### src/rtl/csr_access_unit.sv
// Initiator side of the CSR register-file port: sequences one Zicsr instruction through read, check, write, respond.
// Optional CSR_WARL_MASK_EN restricts mstatus writes to MIE/MPIE/MPP and clears mtvec[1:0].
module csr_access_unit #(
  parameter int PRV_CHECK = 1,
  parameter int XLEN      = 64
) (
  input  logic            clk,
  input  logic            rst,
  input  logic            req_valid,
  output logic            req_ready,
  input  logic [2:0]      req_op,
  input  logic [11:0]     req_csr,
  input  logic [XLEN-1:0] req_src,
  input  logic            req_rs1_nz,
  input  logic [1:0]      prvmode,
  output logic [11:0]     csr_addr,
  input  logic [XLEN-1:0] csr_rdata,
  output logic            csr_we,
  output logic [XLEN-1:0] csr_wd,
  output logic            resp_valid,
  input  logic            resp_ready,
  output logic [XLEN-1:0] resp_rdata,
  output logic            resp_illegal
);

  typedef enum logic [1:0] {IDLE, READ, WRITE, RESP} state_t;

  localparam int NUM_CSRS = 11;
  localparam logic [11:0] LEGAL_CSRS [NUM_CSRS] = '{
    12'h180, 12'h300, 12'h304, 12'h305, 12'h340, 12'h341,
    12'h342, 12'h343, 12'h344, 12'hB00, 12'hF14
  };

  state_t state_reg, state_next;

  logic [2:0]      op_reg;
  logic [11:0]     csr_reg;
  logic [XLEN-1:0] src_reg;
  logic            rs1_nz_reg;
  logic [XLEN-1:0] old_reg;
  logic [XLEN-1:0] wd_reg;
  logic            illegal_reg;

  logic [NUM_CSRS-1:0] addr_hit;
  logic            is_rw, is_rs, is_rc;
  logic            wr_intent;
  logic            prv_bad;
  logic            ro_bad;
  logic            illegal_now;
  logic [XLEN-1:0] operand;
  logic [XLEN-1:0] new_val;
  logic [XLEN-1:0] wd_val;

  genvar gi;
  generate
    for (gi = 0; gi < NUM_CSRS; gi++) begin : g_addr_hit
      assign addr_hit[gi] = (csr_reg == LEGAL_CSRS[gi]);
    end
  endgenerate

  // Decode of the latched request against the live read data (only consumed in READ)
  always_comb begin
    is_rw     = (op_reg[1:0] == 2'b01);
    is_rs     = (op_reg[1:0] == 2'b10);
    is_rc     = (op_reg[1:0] == 2'b11);
    wr_intent = is_rw | ((is_rs | is_rc) & rs1_nz_reg);
    operand   = op_reg[2] ? {{(XLEN-5){1'b0}}, src_reg[4:0]} : src_reg;
    if (is_rs)      new_val = csr_rdata | operand;
    else if (is_rc) new_val = csr_rdata & ~operand;
    else            new_val = operand;
    prv_bad     = (PRV_CHECK != 0) && (csr_reg[9:8] > prvmode);
    ro_bad      = wr_intent && (csr_reg[11:10] == 2'b11);
    illegal_now = (op_reg[1:0] == 2'b00) || !(|addr_hit) || prv_bad || ro_bad;
  end

`ifdef CSR_WARL_MASK_EN
  localparam logic [XLEN-1:0] MSTATUS_WR_MASK = XLEN'(16'h1888);
  always_comb begin
    wd_val = new_val;
    if (csr_reg == 12'h300)
      wd_val = (csr_rdata & ~MSTATUS_WR_MASK) | (new_val & MSTATUS_WR_MASK);
    else if (csr_reg == 12'h305)
      wd_val[1:0] = 2'b00;
  end
`else
  assign wd_val = new_val;
`endif

  always_ff @(posedge clk or posedge rst) begin
    if (rst) state_reg <= IDLE;
    else     state_reg <= state_next;
  end

  always_comb begin
    state_next = state_reg;
    case (state_reg)
      IDLE:    if (req_valid) state_next = READ;
      READ:    state_next = (wr_intent && !illegal_now) ? WRITE : RESP;
      WRITE:   state_next = RESP;
      RESP:    if (resp_ready) state_next = IDLE;
      default: state_next = IDLE;
    endcase
  end

  always_ff @(posedge clk or posedge rst) begin
    if (rst) begin
      op_reg      <= '0;
      csr_reg     <= '0;
      src_reg     <= '0;
      rs1_nz_reg  <= 1'b0;
      old_reg     <= '0;
      wd_reg      <= '0;
      illegal_reg <= 1'b0;
    end else begin
      if (state_reg == IDLE && req_valid) begin
        op_reg     <= req_op;
        csr_reg    <= req_csr;
        src_reg    <= req_src;
        rs1_nz_reg <= req_rs1_nz;
      end
      // Old value is zeroed here for illegal accesses so RESP just replays the register
      if (state_reg == READ) begin
        old_reg     <= illegal_now ? '0 : csr_rdata;
        wd_reg      <= wd_val;
        illegal_reg <= illegal_now;
      end
    end
  end

  always_comb begin
    req_ready    = 1'b0;
    csr_addr     = '0;
    csr_we       = 1'b0;
    csr_wd       = '0;
    resp_valid   = 1'b0;
    resp_rdata   = '0;
    resp_illegal = 1'b0;
    case (state_reg)
      IDLE:  req_ready = 1'b1;
      READ:  csr_addr  = csr_reg;
      WRITE: begin
        csr_addr = csr_reg;
        csr_we   = 1'b1;
        csr_wd   = wd_reg;
      end
      RESP: begin
        resp_valid   = 1'b1;
        resp_rdata   = old_reg;
        resp_illegal = illegal_reg;
      end
      default: ;
    endcase
  end

endmodule
### config.mk
export PLATFORM = sky130hd
export DESIGN_NAME = csr_access_unit
export DESIGN_NICKNAME = d
export VERILOG_FILES = /design/src/rtl/csr_access_unit.sv
export SDC_FILE = /design/constraint.sdc
export NUM_CORES = 1
export LEC_CHECK = 0
export CAP_MARGIN = 20
export CORE_MARGIN = 2
export CORE_UTILIZATION = 49
export DETAILED_ROUTE_END_ITERATION = 7
export PLACE_DENSITY = 0.81
export SYNTH_ARGS = -nofsm -noshare
export SYNTH_HDL_FRONTEND = slang
export SYNTH_SLANG_ARGS = --single-unit
### constraint.sdc
create_clock -name clk -period 8.1 [get_ports clk]
set_input_delay 1.62 -clock clk [delete_from_list [all_inputs] [get_ports clk]]
set_output_delay 1.62 -clock clk [all_outputs]
set_load 0.02 [all_outputs]
==> impl_metrics.ini, run 1 <==
[detailed_routing]
wirelength_um = 29890
dr.pass1.iters = 5
drc = 0
vias = 8364
first_iter_violations = 496
antenna_left = 0
routed_via_density = 5.351
wl_per_cell_um = 19.12

[clocking]
cts_tree = yes
htreeDepth = 1
insertion_delay_ns = 0.51
cts_root_buffer = clkbuf_16
path_clk_slew_ns = 0.06
clkSinkCount = 211
numCtsBuffers = 24
cts_buffer_depth = 3
cts_setup_buffers = 0
cts_hold_buf = 0
post_cts_resized = 0

[placed_design]
portBuffers = 293
gp_congestion = 0.8223
place_area_sq_um = 13760
place_inst = 1515
detailed_place_hpwl_um = 18950

[synthesis]
synth_top_area_share_pct = 49.05
syn_area_sq_um = 10760
ys_types = 32
avgSynthCellArea_sq_um = 10.66
yosys_warnings = 0
synth_top_family_by_area = simple AND/OR/NAND/NOR gates
seq_area_frac_synth_pct = 49.05
synth-adder-area-share_pct = 0.6974
yosys.area.top_type = dfrtp_1
syn_nets = 1166
synthCells = 1010
yosys.area_share.simple_pct = 14.94
synth_mux_area_share_pct = 13.90
synth-seq-cells = 211
synth-compound-area-share_pct = 14.84
yosys-top-cells-area = dfrtp_1, mux2_2, and2_1
synth-xor-area-share_pct = 0

[power_and_ir_drop]
p_clk_share_pct = 21.1
pwr-share-comb_pct = 45.5
internal_power_w = 0.003198
irDropWorstVdd_mv = 0.3043
switching_share_pct = 37.52
power_switching_w = 0.001920
p_seq_share_pct = 33.3
power_density_nw_per_um2 = 350.0
cellLeakagePower_nw = 6.028
finalPower_w = 0.005118

[worst_setup_path]
path_buf_inv = 3
setup.worst_path.start = state_reg[0]$_DFFE_PP0P_
cp_cell_sequence = inv_1, ha_2, buf_4, and2_1, clkdlybuf4s50_1
end_kind = output port
rrSetupSlack_ns = 4.52
cp.arrival_ns = 2.90
cpPeakStageDelay_ns = 0.64
crit_path_top_delay_cell = clkdlybuf4s50_1
rr_startpoint = op_reg[1]$_DFFE_PP0P_
path_max_fanout = 40
start_kind = register
worstPathRequired_ns = 6.48
path_delay_family = buffers and inverters
worst-setup-path-type = register to output port

[timing]
fmax_mhz = 221.2
timing.final.hold_violations = 0
period_share_pct = 55.81
hold_ws_ns = 0.4989
setup_viol = 0
totalNegativeSetupSlack_ns = 0
period_minus_slack_ns = 4.521
rsz0062_at_grt = no
max_slew_margin_pct = 24.91
tightest_slew_ns = 1.126
clock_skew_ns = 0.01636
drv_slew = 0

[run]
maxCapViolCount = 0

[floorplanning]
die_x_um = 152.2
core_area_sq_um = 21690
start_util_pct = 49.63
placementRows = 54
die_y_um = 152.2
die-area_sq_um = 23170
io_pins = 294

[finish]
final_cell_mix = clkdlybuf4s50_1, dfrtp_1, and2_1, mux2_2, a21oi_1
final_common_cell = clkdlybuf4s50_1
nets = 1419
drive_gt1_share_pct = 19.67
final_area_sq_um = 14620
instances_no_fill = 1563
syn_to_final_growth_pct = 35.85

[global_routing]
grt_max_degree = 144
overflow = 0
grt_pass1_vias = 8542
grt_use_total_pct = 25.30
grt_pass1_wl_um = 47290
antenna_found_initial = 3

[hold_path]
min_path_type = register to register
worstHoldStart = wd_reg[36]$_DFFE_PP0P_

[status]
status = complete, no violations
## kinds of logic (layout without fill, tap and decap cells)
family | count (synthesis) | after routing
buffers and inverters | 160 | 431
muxes | 133 | 133
DFF | 211 | 211
AOI/OAI and AO/OA | 206 | 206
and+or+nand+nor | 294 | 294
other | 0 | 2
adders and majority gates | 6 | 6
## power by group through the flow
stage          Sequential (W)  Clock (W)  Combinational (W)
6_report              0.00170    0.00108            0.00233
5_1_grt               0.00175    0.00115            0.00254
4_1_cts               0.00170    0.00110            0.00233
3_5_place_dp          0.00171          0            0.00230
3_3_place_gp          0.00169          0            0.00225
2_1_floorplan         0.00161          0            0.00163
## layer usage
| layer | up-vias | GRT usage, % | wire length (um) |
|---|---|---|---|
| li1 | 3901 | - | - |
| met3 | 51 | 4.949 | 1659 |
| met1 | 4159 | 33.42 | 12610 |
| met4 | 0 | 8.367 | 795 |
| met2 | 253 | 42.19 | 14830 |
| met5 | - | 0 | 0 |
## area by class of cell
| type | instances | area (sq um) |
|---|---|---|
| well taps | 280 | 350.3 |
| repair buffers | 303 | 3048 |
| inverters | 84 | 322.8 |
| diodes | 2 | 5.005 |
| flip-flops and latches | 211 | 5283 |
| clock inverters | 7 | 60.06 |
| fillers | 1679 | 7066 |
| multi-input cells | 639 | 4813 |
| clock buffers | 37 | 740.7 |
## synth_stat cells, drive strengths merged
library cell    n
nand2          66
nand4           1
o32a            1
inv            84
o22ai          64
o211ai         13
nor3            2
o2111ai         1
o311a          12
o21bai          1
or4             2
nor2           29
a21oi         110
mux2          132
a2111oi         1
clkbuf         56
and2          142
nor4            2
dfrtp         211
a21o            1
nor2b          50
mux2i           1
ha              6
a31oi           1
o21ai           1
buf            20
## final timing paths
| kind | cells past startpoint | end |
|---|---|---|
| max | 5 | csr_wd[17] |
| min | 1 | wd_reg[36]$_DFFE_PP0P_ |
| max reg2reg | 6 | wd_reg[42]$_DFFE_PP0P_ |
| min reg2reg | 1 | wd_reg[36]$_DFFE_PP0P_ |
| max in group asynchronous | 4 | old_reg[35]$_DFFE_PP0P_ |
| min in group asynchronous | 2 | old_reg[44]$_DFFE_PP0P_ |
## through the flow
| stage | setup slack, ns | utilization (%) |
|---|---|---|
| floorplan | 0.7141 | - |
| global placement | 4.125 | 63.45 |
| detailed placement | 4.067 | 63.45 |
| CTS | 3.518 | 67.15 |
| global route | 3.414 | 67.42 |
| finish | 3.579 | 67.42 |
No activity file was read; power rests on OpenSTA's default activity.
==> run 2: changes to the inputs <==
Settings changed: CORE_UTILIZATION 49 to 44, PLACE_DENSITY 0.81 to 0.77.
Clock period 8.1 ns to 3.8 ns, I/O delays scaled along.
==> run 2 against run 1 <==
Net effect:
- routed wire length fell by 1.2%
- via count fell by 0.14%
- setup slack got worse by 3.2 ns
- register-to-register slack got worse by 3.4 ns
==> impl_metrics.ini, run 2 (synthesis gave the netlist of run 1 again) <==
[status]
status = complete, no violations

[detailed_routing]
top_layer = met4
routed_via_density = 5.188
vias = 8352
met1_length_um = 12820
wl_per_cell_um = 18.34
first_iter_violations = 464
dr.pass1.iters = 6
wirelength_um = 29520
routed-wl-met3_um = 1621
routed-wl-met2_um = 14140
drc = 0
antenna_left = 0

[worst_setup_path]
start_kind = register
worstPathRequired_ns = 3.04
cp_cell_sequence = inv_1, ha_2, buf_12, and2_1, clkdlybuf4s50_1
end_kind = output port
crit_path_top_delay_cell = clkdlybuf4s50_1
cpPeakStageDelay_ns = 0.61
cp.arrival_ns = 2.67
worst-setup-path-type = register to output port
path_max_fanout = 38

[floorplanning]
die_x_um = 160.4
die-area_sq_um = 25730
core_area_sq_um = 24180
io_pins = 294
start_util_pct = 44.52
placementRows = 57
die_y_um = 160.4

[finish]
n_fill_cell = 1990
nets = 1424
multi_input_area_sq_um = 4813
final_common_cell = clkdlybuf4s50_1
syn_to_final_growth_pct = 37.16
area.sequential_sq_um = 5283
final_cell_mix = clkdlybuf4s50_1, dfrtp_1, and2_1, mux2_2, a21oi_1
antenna_cells = 0
drive_gt1_share_pct = 20.14

[hold_path]
min_path_type = register to register

[placed_design]
portBuffers = 293
detailed_place_hpwl_um = 19540
gp_congestion = 0.8027
pre_cts_ws_ns = 0.6750

[clocking]
cts_tree = yes
path_clk_slew_ns = 0.06
htreeDepth = 1
cts_root_buffer = clkbuf_16
cts_hold_buf = 0
clkSinkCount = 211
cts_setup_buffers = 0
numCtsBuffers = 24
cts_buffer_depth = 3
post_cts_resized = 0
insertion_delay_ns = 0.51

[timing]
timing.final.hold_violations = 0
setup_viol = 0
period_share_pct = 90.39
period_minus_slack_ns = 3.435
rsz0062_at_grt = no
worst_slack_ns = 0.3653
fmax_mhz = 291.2
drv_slew = 0
totalNegativeSetupSlack_ns = 0
max_slew_margin_pct = 37.98
tightest_slew_ns = 0.9303
clock_skew_ns = 0.01495

[global_routing]
grt_pass1_vias = 8753
grt_pass1_wl_um = 47220
grt_max_degree = 127
antenna_found_initial = 0
overflow = 0
grt_use_total_pct = 22.74

[power_and_ir_drop]
power_density_nw_per_um2 = 739.8
finalPower_w = 0.01092
irDropWorstVdd_mv = 0.6044
cellLeakagePower_nw = 6.063

[run]
maxCapViolCount = 0
## run 2: per-stage QoR
step / instances / utilization, % / hold WS [ns] / cell area (sq um)
finish: 1610 / 61.07 / 0.4991 / 14760
detailed placement: 1565 / 57.68 / 0.4867 / 13950
CTS: 1609 / 60.95 / 0.5009 / 14740
floorplan: 1010 / - / 0.4673 / 10770
global route: 1610 / 61.07 / 0.5115 / 14760
global placement: 1565 / 57.68 / 0.4802 / 13950
## run 2: area by class of cell
cell class / instances / share of cell area [%]
Clock buffer: 33 / 4.780
Clock inverter: 11 / 0.5763
Multi-Input combinational cell: 639 / 32.60
Inverter: 84 / 2.161
Sequential cell: 211 / 35.78
Tap cell: 324 / 2.746
Timing Repair Buffer: 308 / 21.36
## run 2: where the power goes
part,total [W],internal (W),switching (W),leakage (nW)
clock network,0.00229,0.00136,0.000927,0.393
logic,0.00492,0.00239,0.00253,3.03
registers,0.00371,0.00307,0.000646,2.64
## run 2: worst paths after layout
kind                       slack [ns]  depth (start not counted)                      end                      from
setup / recovery                 0.37                          5               csr_wd[23]  state_reg[0]$_DFFE_PP0P_
hold / removal                   0.50                          1    wd_reg[1]$_DFFE_PP0P_     wd_reg[1]$_DFFE_PP0P_
setup reg to reg                 1.13                          6  old_reg[36]$_DFFE_PP0P_    csr_reg[6]$_DFFE_PP0P_
hold reg to reg                  0.50                          1    wd_reg[1]$_DFFE_PP0P_     wd_reg[1]$_DFFE_PP0P_
max in group asynchronous        2.25                          3    op_reg[1]$_DFFE_PP0P_                       rst
min in group asynchronous        0.62                          2  old_reg[19]$_DFFE_PP0P_                       rst
## run 2: routing by layer
metal	GRT usage, %	vias up
li1	-	3913
met1	29.80	4117
met3	4.106	59
met2	38.17	263
met5	0	-
met4	7.862	0
## run 2: critical path, delay by kind of cell, from the launching register on
family                     cells  cell delay [ns]
buffers and inverters          3             0.99
DFF                            1             0.46
adders and majority gates      1             0.53
and+or+nand+nor                1             0.18
